$ cat src/rtl/weave_pkg.sv
// weave_pkg: shared opcodes, controller states and small helpers for the
// weave pattern sequencer.
package weave_pkg;

    localparam int ROWS_MAX  = 8;
    localparam int ROW_IDX_W = 3;

    typedef enum logic [1:0] {
        LOAD_ROW   = 2'd0,
        SET_PERIOD = 2'd1,
        START      = 2'd2,
        STOP       = 2'd3
    } cmd_op_e;

    typedef enum logic [1:0] {
        IDLE  = 2'd0,
        PRIME = 2'd1,
        RUN   = 2'd2
    } seq_state_e;

    // Next playback row: after the programmed last row, wrap back to row 0.
    function automatic logic [ROW_IDX_W-1:0] next_row(
        input logic [ROW_IDX_W-1:0] row,
        input logic [ROW_IDX_W-1:0] last
    );
        return (row == last) ? '0 : row + 1'b1;
    endfunction

endpackage

$ cat src/rtl/weave_row_mem.sv
// weave_row_mem: ROWS x WIDTH flop array holding the weave rows.
// One synchronous write port, one combinational read port. A read of the
// row being written in the same cycle returns the old contents.
module weave_row_mem
    import weave_pkg::*;
#(
    parameter int ROWS  = 8,
    parameter int WIDTH = 8
) (
    input  logic                 clk,
    input  logic                 rst,
    input  logic                 i_we,
    input  logic [ROW_IDX_W-1:0] i_waddr,
    input  logic [WIDTH-1:0]     i_wdata,
    input  logic [ROW_IDX_W-1:0] i_raddr,
    output logic [WIDTH-1:0]     o_rdata
);

    logic [WIDTH-1:0] r_mem [ROWS];

    // Row storage: cleared by reset, at most one row written per cycle.
    always_ff @(posedge clk) begin
        // NOTE: the array is plain flops, so it is reset like any other state;
        // rows never loaded since reset play back as zero instead of X.
        if (rst) begin
            for (int i = 0; i < ROWS; i++) begin
                // NOTE: non-blocking so every flop samples pre-edge values.
                r_mem[i] <= '0;
            end
        end else if (i_we) begin
            r_mem[i_waddr] <= i_wdata;
        end
    end

    assign o_rdata = r_mem[i_raddr];

endmodule

$ cat src/rtl/weave_sequencer.sv
// weave_sequencer: command-programmed pattern player. Rows are loaded into
// a small memory, then played cyclically from row 0 to row 'last', each
// row held for max(period, 1) cycles.
module weave_sequencer
    import weave_pkg::*;
#(
    parameter int ROWS     = 8,
    parameter int WIDTH    = 8,
    parameter int PERIOD_W = 8
) (
    input  logic                 clk,
    input  logic                 rst,
    input  logic                 cmd_valid,
    output logic                 cmd_ready,
    input  logic [1:0]           cmd_op,
    input  logic [WIDTH-1:0]     cmd_data,
    output logic [WIDTH-1:0]     pat_out,
    output logic [2:0]           pat_row,
    output logic                 pat_valid,
    output logic                 row_tick
);

    localparam logic [ROW_IDX_W-1:0] ROW_MASK = ROW_IDX_W'(ROWS - 1);

    seq_state_e            r_state;
    logic [PERIOD_W-1:0]   r_period;
    logic [PERIOD_W-1:0]   r_cnt;
    logic [ROW_IDX_W-1:0]  r_last;
    logic [ROW_IDX_W-1:0]  r_wr_ptr;
    logic [ROW_IDX_W-1:0]  r_pat_row;
    logic [WIDTH-1:0]      r_pat_out;
    logic                  r_pat_valid;
    logic                  r_row_tick;
    logic                  r_cmd_ready;

    cmd_op_e               w_op;
    logic                  w_accept;
    logic                  w_we;
    logic [ROW_IDX_W-1:0]  w_rd_addr;
    logic [WIDTH-1:0]      w_rd_data;
    logic [PERIOD_W-1:0]   w_hold_m1;

    assign w_op     = cmd_op_e'(cmd_op);
    assign w_accept = cmd_valid & r_cmd_ready;
    assign w_we     = w_accept && (w_op == LOAD_ROW);

    // Read address of the row to show next, and the reload value for the
    // hold counter (a zero period behaves like a period of one).
    always_comb begin
        // NOTE: defaults first so no path leaves a signal unassigned (no latch).
        w_rd_addr = '0;
        w_hold_m1 = '0;
        if (r_state == RUN) begin
            w_rd_addr = next_row(r_pat_row, r_last);
        end
        if (r_period != '0) begin
            w_hold_m1 = r_period - 1'b1;
        end
    end

    weave_row_mem #(
        .ROWS  (ROWS),
        .WIDTH (WIDTH)
    ) u_row_mem (
        .clk     (clk),
        .rst     (rst),
        .i_we    (w_we),
        .i_waddr (r_wr_ptr),
        .i_wdata (cmd_data),
        .i_raddr (w_rd_addr),
        .o_rdata (w_rd_data)
    );

    // Controller: command decode, playback state, hold counter and the
    // registered pattern outputs.
    always_ff @(posedge clk) begin
        if (rst) begin
            r_state     <= IDLE;
            r_period    <= PERIOD_W'(1);
            r_last      <= ROW_MASK;
            r_wr_ptr    <= '0;
            r_cnt       <= '0;
            r_pat_out   <= '0;
            r_pat_row   <= '0;
            r_pat_valid <= 1'b0;
            r_row_tick  <= 1'b0;
            r_cmd_ready <= 1'b1;
        end else begin
            r_row_tick <= 1'b0;

            // Loads and period updates are accepted in any state that takes commands.
            if (w_we) begin
                r_wr_ptr <= (r_wr_ptr + 1'b1) & ROW_MASK;
            end
            if (w_accept && (w_op == SET_PERIOD)) begin
                r_period <= cmd_data[PERIOD_W-1:0];
            end

            unique case (r_state)
                IDLE: begin
                    // Outputs settle to zero one edge after a STOP.
                    r_pat_out   <= '0;
                    r_pat_row   <= '0;
                    r_pat_valid <= 1'b0;
                    r_cnt       <= '0;
                    if (w_accept && (w_op == START)) begin
                        r_last      <= cmd_data[ROW_IDX_W-1:0] & ROW_MASK;
                        r_state     <= PRIME;
                        r_cmd_ready <= 1'b0;
                    end
                end

                PRIME: begin
                    r_state     <= RUN;
                    r_cmd_ready <= 1'b1;
                    r_pat_out   <= w_rd_data;
                    r_pat_row   <= '0;
                    r_pat_valid <= 1'b1;
                    r_row_tick  <= 1'b1;
                    r_cnt       <= w_hold_m1;
                end

                RUN: begin
                    if (w_accept && (w_op == STOP)) begin
                        // Freeze the current row; IDLE clears outputs next edge.
                        r_state <= IDLE;
                        r_cnt   <= '0;
                    end else if (r_cnt != '0) begin
                        r_cnt <= r_cnt - 1'b1;
                    end else begin
                        r_pat_row  <= w_rd_addr;
                        r_pat_out  <= w_rd_data;
                        r_cnt      <= w_hold_m1;
                        r_row_tick <= 1'b1;
                    end
                end

                default: begin
                    r_state     <= IDLE;
                    r_cmd_ready <= 1'b1;
                end
            endcase
        end
    end

    assign cmd_ready = r_cmd_ready;
    assign pat_out   = r_pat_out;
    assign pat_row   = r_pat_row;
    assign pat_valid = r_pat_valid;
    assign row_tick  = r_row_tick;

endmodule

$ cat config.mk
export PLATFORM = sky130hd
export DESIGN_NAME = weave_sequencer
export DESIGN_NICKNAME = d
export VERILOG_FILES = /design/src/rtl/weave_pkg.sv /design/src/rtl/weave_row_mem.sv /design/src/rtl/weave_sequencer.sv
export SDC_FILE = /design/constraint.sdc
export NUM_CORES = 1
export LEC_CHECK = 0
export ABC_AREA = 1
export CELL_PAD_IN_SITES_DETAIL_PLACEMENT = 1
export CELL_PAD_IN_SITES_GLOBAL_PLACEMENT = 1
export CORE_MARGIN = 10
export CORE_UTILIZATION = 45
export DETAILED_ROUTE_END_ITERATION = 6
export PLACE_DENSITY = 0.9
export RECOVER_POWER = 100
export SETUP_SLACK_MARGIN = 0.1
export SKIP_LAST_GASP = 1
export SLEW_MARGIN = 5
export SYNTH_ARGS = -nofsm -noshare
export SYNTH_HDL_FRONTEND = slang
export SYNTH_SLANG_ARGS = --single-unit
$ cat constraint.sdc
create_clock -name clk -period 2 [get_ports clk]
set_input_delay 0.4 -clock clk [delete_from_list [all_inputs] [get_ports clk]]
set_output_delay 0.4 -clock clk [all_outputs]
set_load 0.005 [all_outputs]
# == Word-level counts from Yosys, hierarchy flattened ==
# Memories as Yosys holds them, arrays and structs flattened.
# Index checks and enable logic that the tools add are counted.
# totals
regBits,38
mem_bits_rw,64
inputBits,13
out_inout_bits,14
word_cells,74
n_memories,1
# memory_table
memory,depth,width,read_ports,rd_ports_with_merged_regs,write_ports,line,text
u_row_mem.r_mem,8,8,1,0,8,weave_row_mem.sv:19,logic [WIDTH-1:0] r_mem [ROWS];
# classes
addsub,4
n_eq_ne,10
muxes,29
bitwise_logic,2
reduce_logical,18
# op_table
operator,n
2-to-1 mux 8 bit,6
case mux 8 bit (3 select lines),2
nonzero test 8 bit,2
subtractor 8 x 1 -> 8 bit (second input constant),2
2-to-1 mux 3 bit,5
2-to-1 mux 1 bit,9
OR reduction 8 bit,1
adder 3 x 1 -> 3 bit (second input constant),2
== test 2 bit (second input constant),3
!= test 2 bit (second input constant),3
case mux 1 bit (2 select lines),3
case mux 2 bit (3 select lines),1
case mux 3 bit (2 select lines),1
AND reduction 2 bit,3
AND reduction 3 bit,2
== test 2 x 1 -> 1 bit (second input constant),2
logical AND 1 bit,4
zero test 2 bit,2
2-to-1 mux 2 bit,2
nonzero test 2 bit,2
== test 3 bit,1
nonzero test 3 bit,1
!= test 2 x 1 -> 1 bit (second input constant),1
OR reduction 2 bit,1
2 further kinds,2

# == Depth between registers and ports, before layout ==
# logic_depth
depth_word,7
mapped_depth,11

# == Modules after synthesis ==
# A second synthesis with hierarchy kept.
# hier_totals
cells_unflattened,684
area_unflattened_um2,5400.2
# modules_own_cells
module,n_inst,cells_each,area_per_inst_um2,seq_area_each_um2
weave_row_mem,1,378,3246.9,1921.8
weave_sequencer,1,306,2153.3,760.7

# == Worst setup path after synthesis ==
# No wires, ideal clock.
# synth_path
path_type,input -> register
from,in cmd_valid
to,mem u_row_mem.r_mem[1][0] (enable)
setup_ns,0.329
t_arrival_ns,1.537
required_time_ns,1.671
setup_slack_ns,0.134
cell_stages,6
path_cell_list,nand2_1 > nor3_1 > inv_1 > nor2_1 > nand2_2 > nand2_1
# synth_lines
element,line,text
start: declaration,weave_sequencer.sv:13,"input logic cmd_valid,"
end: declaration,weave_row_mem.sv:19,

==> impl_metrics.toml <==
[logic_synthesis]
ys_warn_count = 0
async_flop_share_pct = 0
synthTopCellsByCount = "nand2_1 (97), nor2_1 (85), nand3_1 (73)"
yosysTopAreaCell = "edfxtp_1"
synth_nets = 612
synth_seq_area_share_pct = 53.11
postSynthAreaPerCell_um2 = 8.590
synth_edf_count = 64
ys_seq_elements = 102
synth_most_common_cell = "nand2_1"
syn_inst = 588
netlist.area_leader.share_pct = 38.05
synth.cell_area_um2 = 5051
yosysUniqueCellTypes = 32
synthTopCellsByArea = "edfxtp_1 (38%), dfxtp_1 (15%), nand3_1 (7.2%)"
ys.flop_type = "edfxtp_1"

[finish]
final_layout_size_suffix_gt1_share_pct = 14.51
insertedDiodeCount = 0
instances_no_fill = 788
nets = 667
final_util_pct = 56.40
area_delta_synth_final_pct = 22.10
postLayoutCellArea_um2 = 6167

[die]
io_pins = 27
die-area_um2 = 15860
die_h_um = 125.9
start_util_pct = 46.19
die_w_um = 125.9
fp-row-count = 38
core_area_um2 = 10940

[grt]
grt_max_degree = 34
grt_pass1_wl_um = 25650
grt_pass1_vias = 4640
grt-ovfl-total = 0
track_usage_pct = 20.07
grt_antenna_before_repair = 0

[power_and_ir_drop]
switching_power_mw = 2.016
p_int_mw = 3.995
pwr-share-seq_pct = 41.9
total_power_mw = 6.011
leakage_nw = 2.622
ir_drop_uv = 438.2
p_sw_share_pct = 33.54
pwr-share-comb_pct = 27.8
p_clk_share_pct = 30.3
power_density_nw_per_um2 = 974.6

[detailed_routing]
dr.pass1.iters = 5
drc = 0
drt_first_iter_violations = 432
via_count = 4686
via_per_inst = 5.947
avgRoutedWirePerCell_um = 22.82
final_antenna_net_count = 0
routed_wirelength_um = 17980

[clocking]
cts_buffers = 9
clk_pin_slew_ps = 70
clock_path_buffers = 2
cts.sinks = 102
clockRootBuffer = "clkbuf_16"
cts_tree = "done"
htreeDepth = 3
clk_latency_ps = 360

[sta]
setup_viol = 0
hold_viol_final = 0
setup_slack_ps = 61.70
finalClockSkew_ps = 13.55
max_freq_ghz = 0.5159
relSlewSlack_pct = 64.26
tightestPinTransition_ps = 536.2
finalMaxSlewViolations = 0
holdWs_ps = 467.4
fin_setup_tns_ps = 0
fin_crit_sh_pct = 96.92
rsz0062_at_grt = "true"
period_minus_slack_ps = 1938

[critical_path]
start_kind = "input port"
endpoint_kind = "flop"
crit_buf_inv = 4
crit_path_cell_trace = "clkdlybuf4s50_1 > nand2_2 > nor3_2 > buf_4 > inv_2 > nor2_4 > nand2_2 > inv_1 > nand2_2 > nand2_4"
crit_fanout = 8
critical_path.top_delay_family = "buffers and inverters"
critPathArrivalTime_ps = 1990
cpMostUsedCell = "nand2_2"
critPathKind = "input port to flop"
cp_data_required_time_ps = 2050
cp_slowest_stage_delay_ps = 470
crit_path_top_delay_cell = "clkdlybuf4s50_1"

[place]
hpwl_um = 10710
place_ws_ps = -508.1
gp_congestion = 0.8218
dpl-instance-area_um2 = 5673
port_buffers = 26
place_inst = 767

[worst_hold_path]
hp-class = "flop to flop"

[status]
outcome = "finished clean"

[flow_run]
cap_violations = 0
## tightest hold or removal path: cells and delay by family, from the launching register on
family             cells  cell delay (ps)
and+or+nand+nor        1               60
DFF                    1              310
AOI/OAI and AO/OA      1               50
## cell type report
class,count,area (um2)
Fill cell,1277,4768
Sequential cell,102,2685
Multi-Input combinational cell,386,2086
Timing Repair Buffer,63,618.1
Inverter,81,304.0
Clock buffer,9,225.2
Tap cell,140,175.2
Clock inverter,7,73.82
## cell usage in the layout (no fill, tap or decap), types with 4 or more instances in the layout
| master | count |
|---|---|
| buf_4 | 22 |
| xor2_1 | 7 |
| nor2_4 | 5 |
| o21ai_0 | 17 |
| nand2_1 | 84 |
| o22ai_1 | 6 |
| a21oi_1 | 32 |
| edfxtp_1 | 64 |
| inv_2 | 4 |
| dfxtp_1 | 36 |
| ha_1 | 11 |
| nor2_1 | 79 |
| o211ai_1 | 5 |
| clkinv_1 | 9 |
| nand3b_1 | 25 |
| buf_12 | 5 |
| buf_6 | 4 |
| clkbuf_16 | 10 |
| clkdlybuf4s50_1 | 13 |
| nand2_2 | 16 |
| nand3_1 | 71 |
| dlygate4sd3_1 | 13 |
| inv_1 | 69 |
| xnor2_1 | 4 |
## timing repair
item                                    in CTS  in global routing
pin swaps                                    0                  7
endpoints found under the setup margin     110                119
gates cloned                                 0                  1
hold buffers                                 0                  0
gates resized for setup                     17                 31
buffers inserted                             0                  4
## worst paths after layout
| kind | startpoint | to | slack, ps | cells past startpoint |
|---|---|---|---|---|
| setup reg to reg | r_cnt[0] | r_cnt[7] | 70 | 10 |
| hold / removal | pat_out[3] | pat_out[3] | 470 | 2 |
| hold reg to reg | pat_out[3] | pat_out[3] | 470 | 2 |
| setup / recovery | cmd_valid | u_row_mem.r_mem[4][4] | 60 | 10 |
## power by group through the flow
stage               clock, mW  combinational (mW)  sequential, mW
finish                   1.82                1.67            2.52
global route             1.90                1.79            2.54
CTS                      1.80                1.48            2.51
detailed placement          0                1.41            2.55
global placement            0                1.33            2.54
floorplan                   0               0.870            2.52
## sequential cells by signal, summed over array words and instances, names as in the netlist
name and cells:
cmd_ready 1, pat_out 8, pat_row 3, pat_valid 1, r_cnt 8, r_last 3
r_period 8, r_state 2, r_wr_ptr 3, row_tick 1, u_row_mem.r_mem 64
## metal layers
metal	track usage [%]	part of all wire [%]	vias to the layer above
li1	-	-	2051
met2	34.50	49	280
met3	3.020	7.3	54
met1	24.37	40	2301
met4	8.640	3.5	0
met5	0	0	-
## kinds of logic after synthesis
family | count (synthesis) | synth area share (%)
flops | 102 | 53.11
compound gates | 64 | 6.812
simple gates | 300 | 27.62
buf+inv | 100 | 7.828
xor+xnor | 11 | 1.907
fa+ha+maj | 11 | 2.725
No activity file was read; power rests on OpenSTA's default activity.
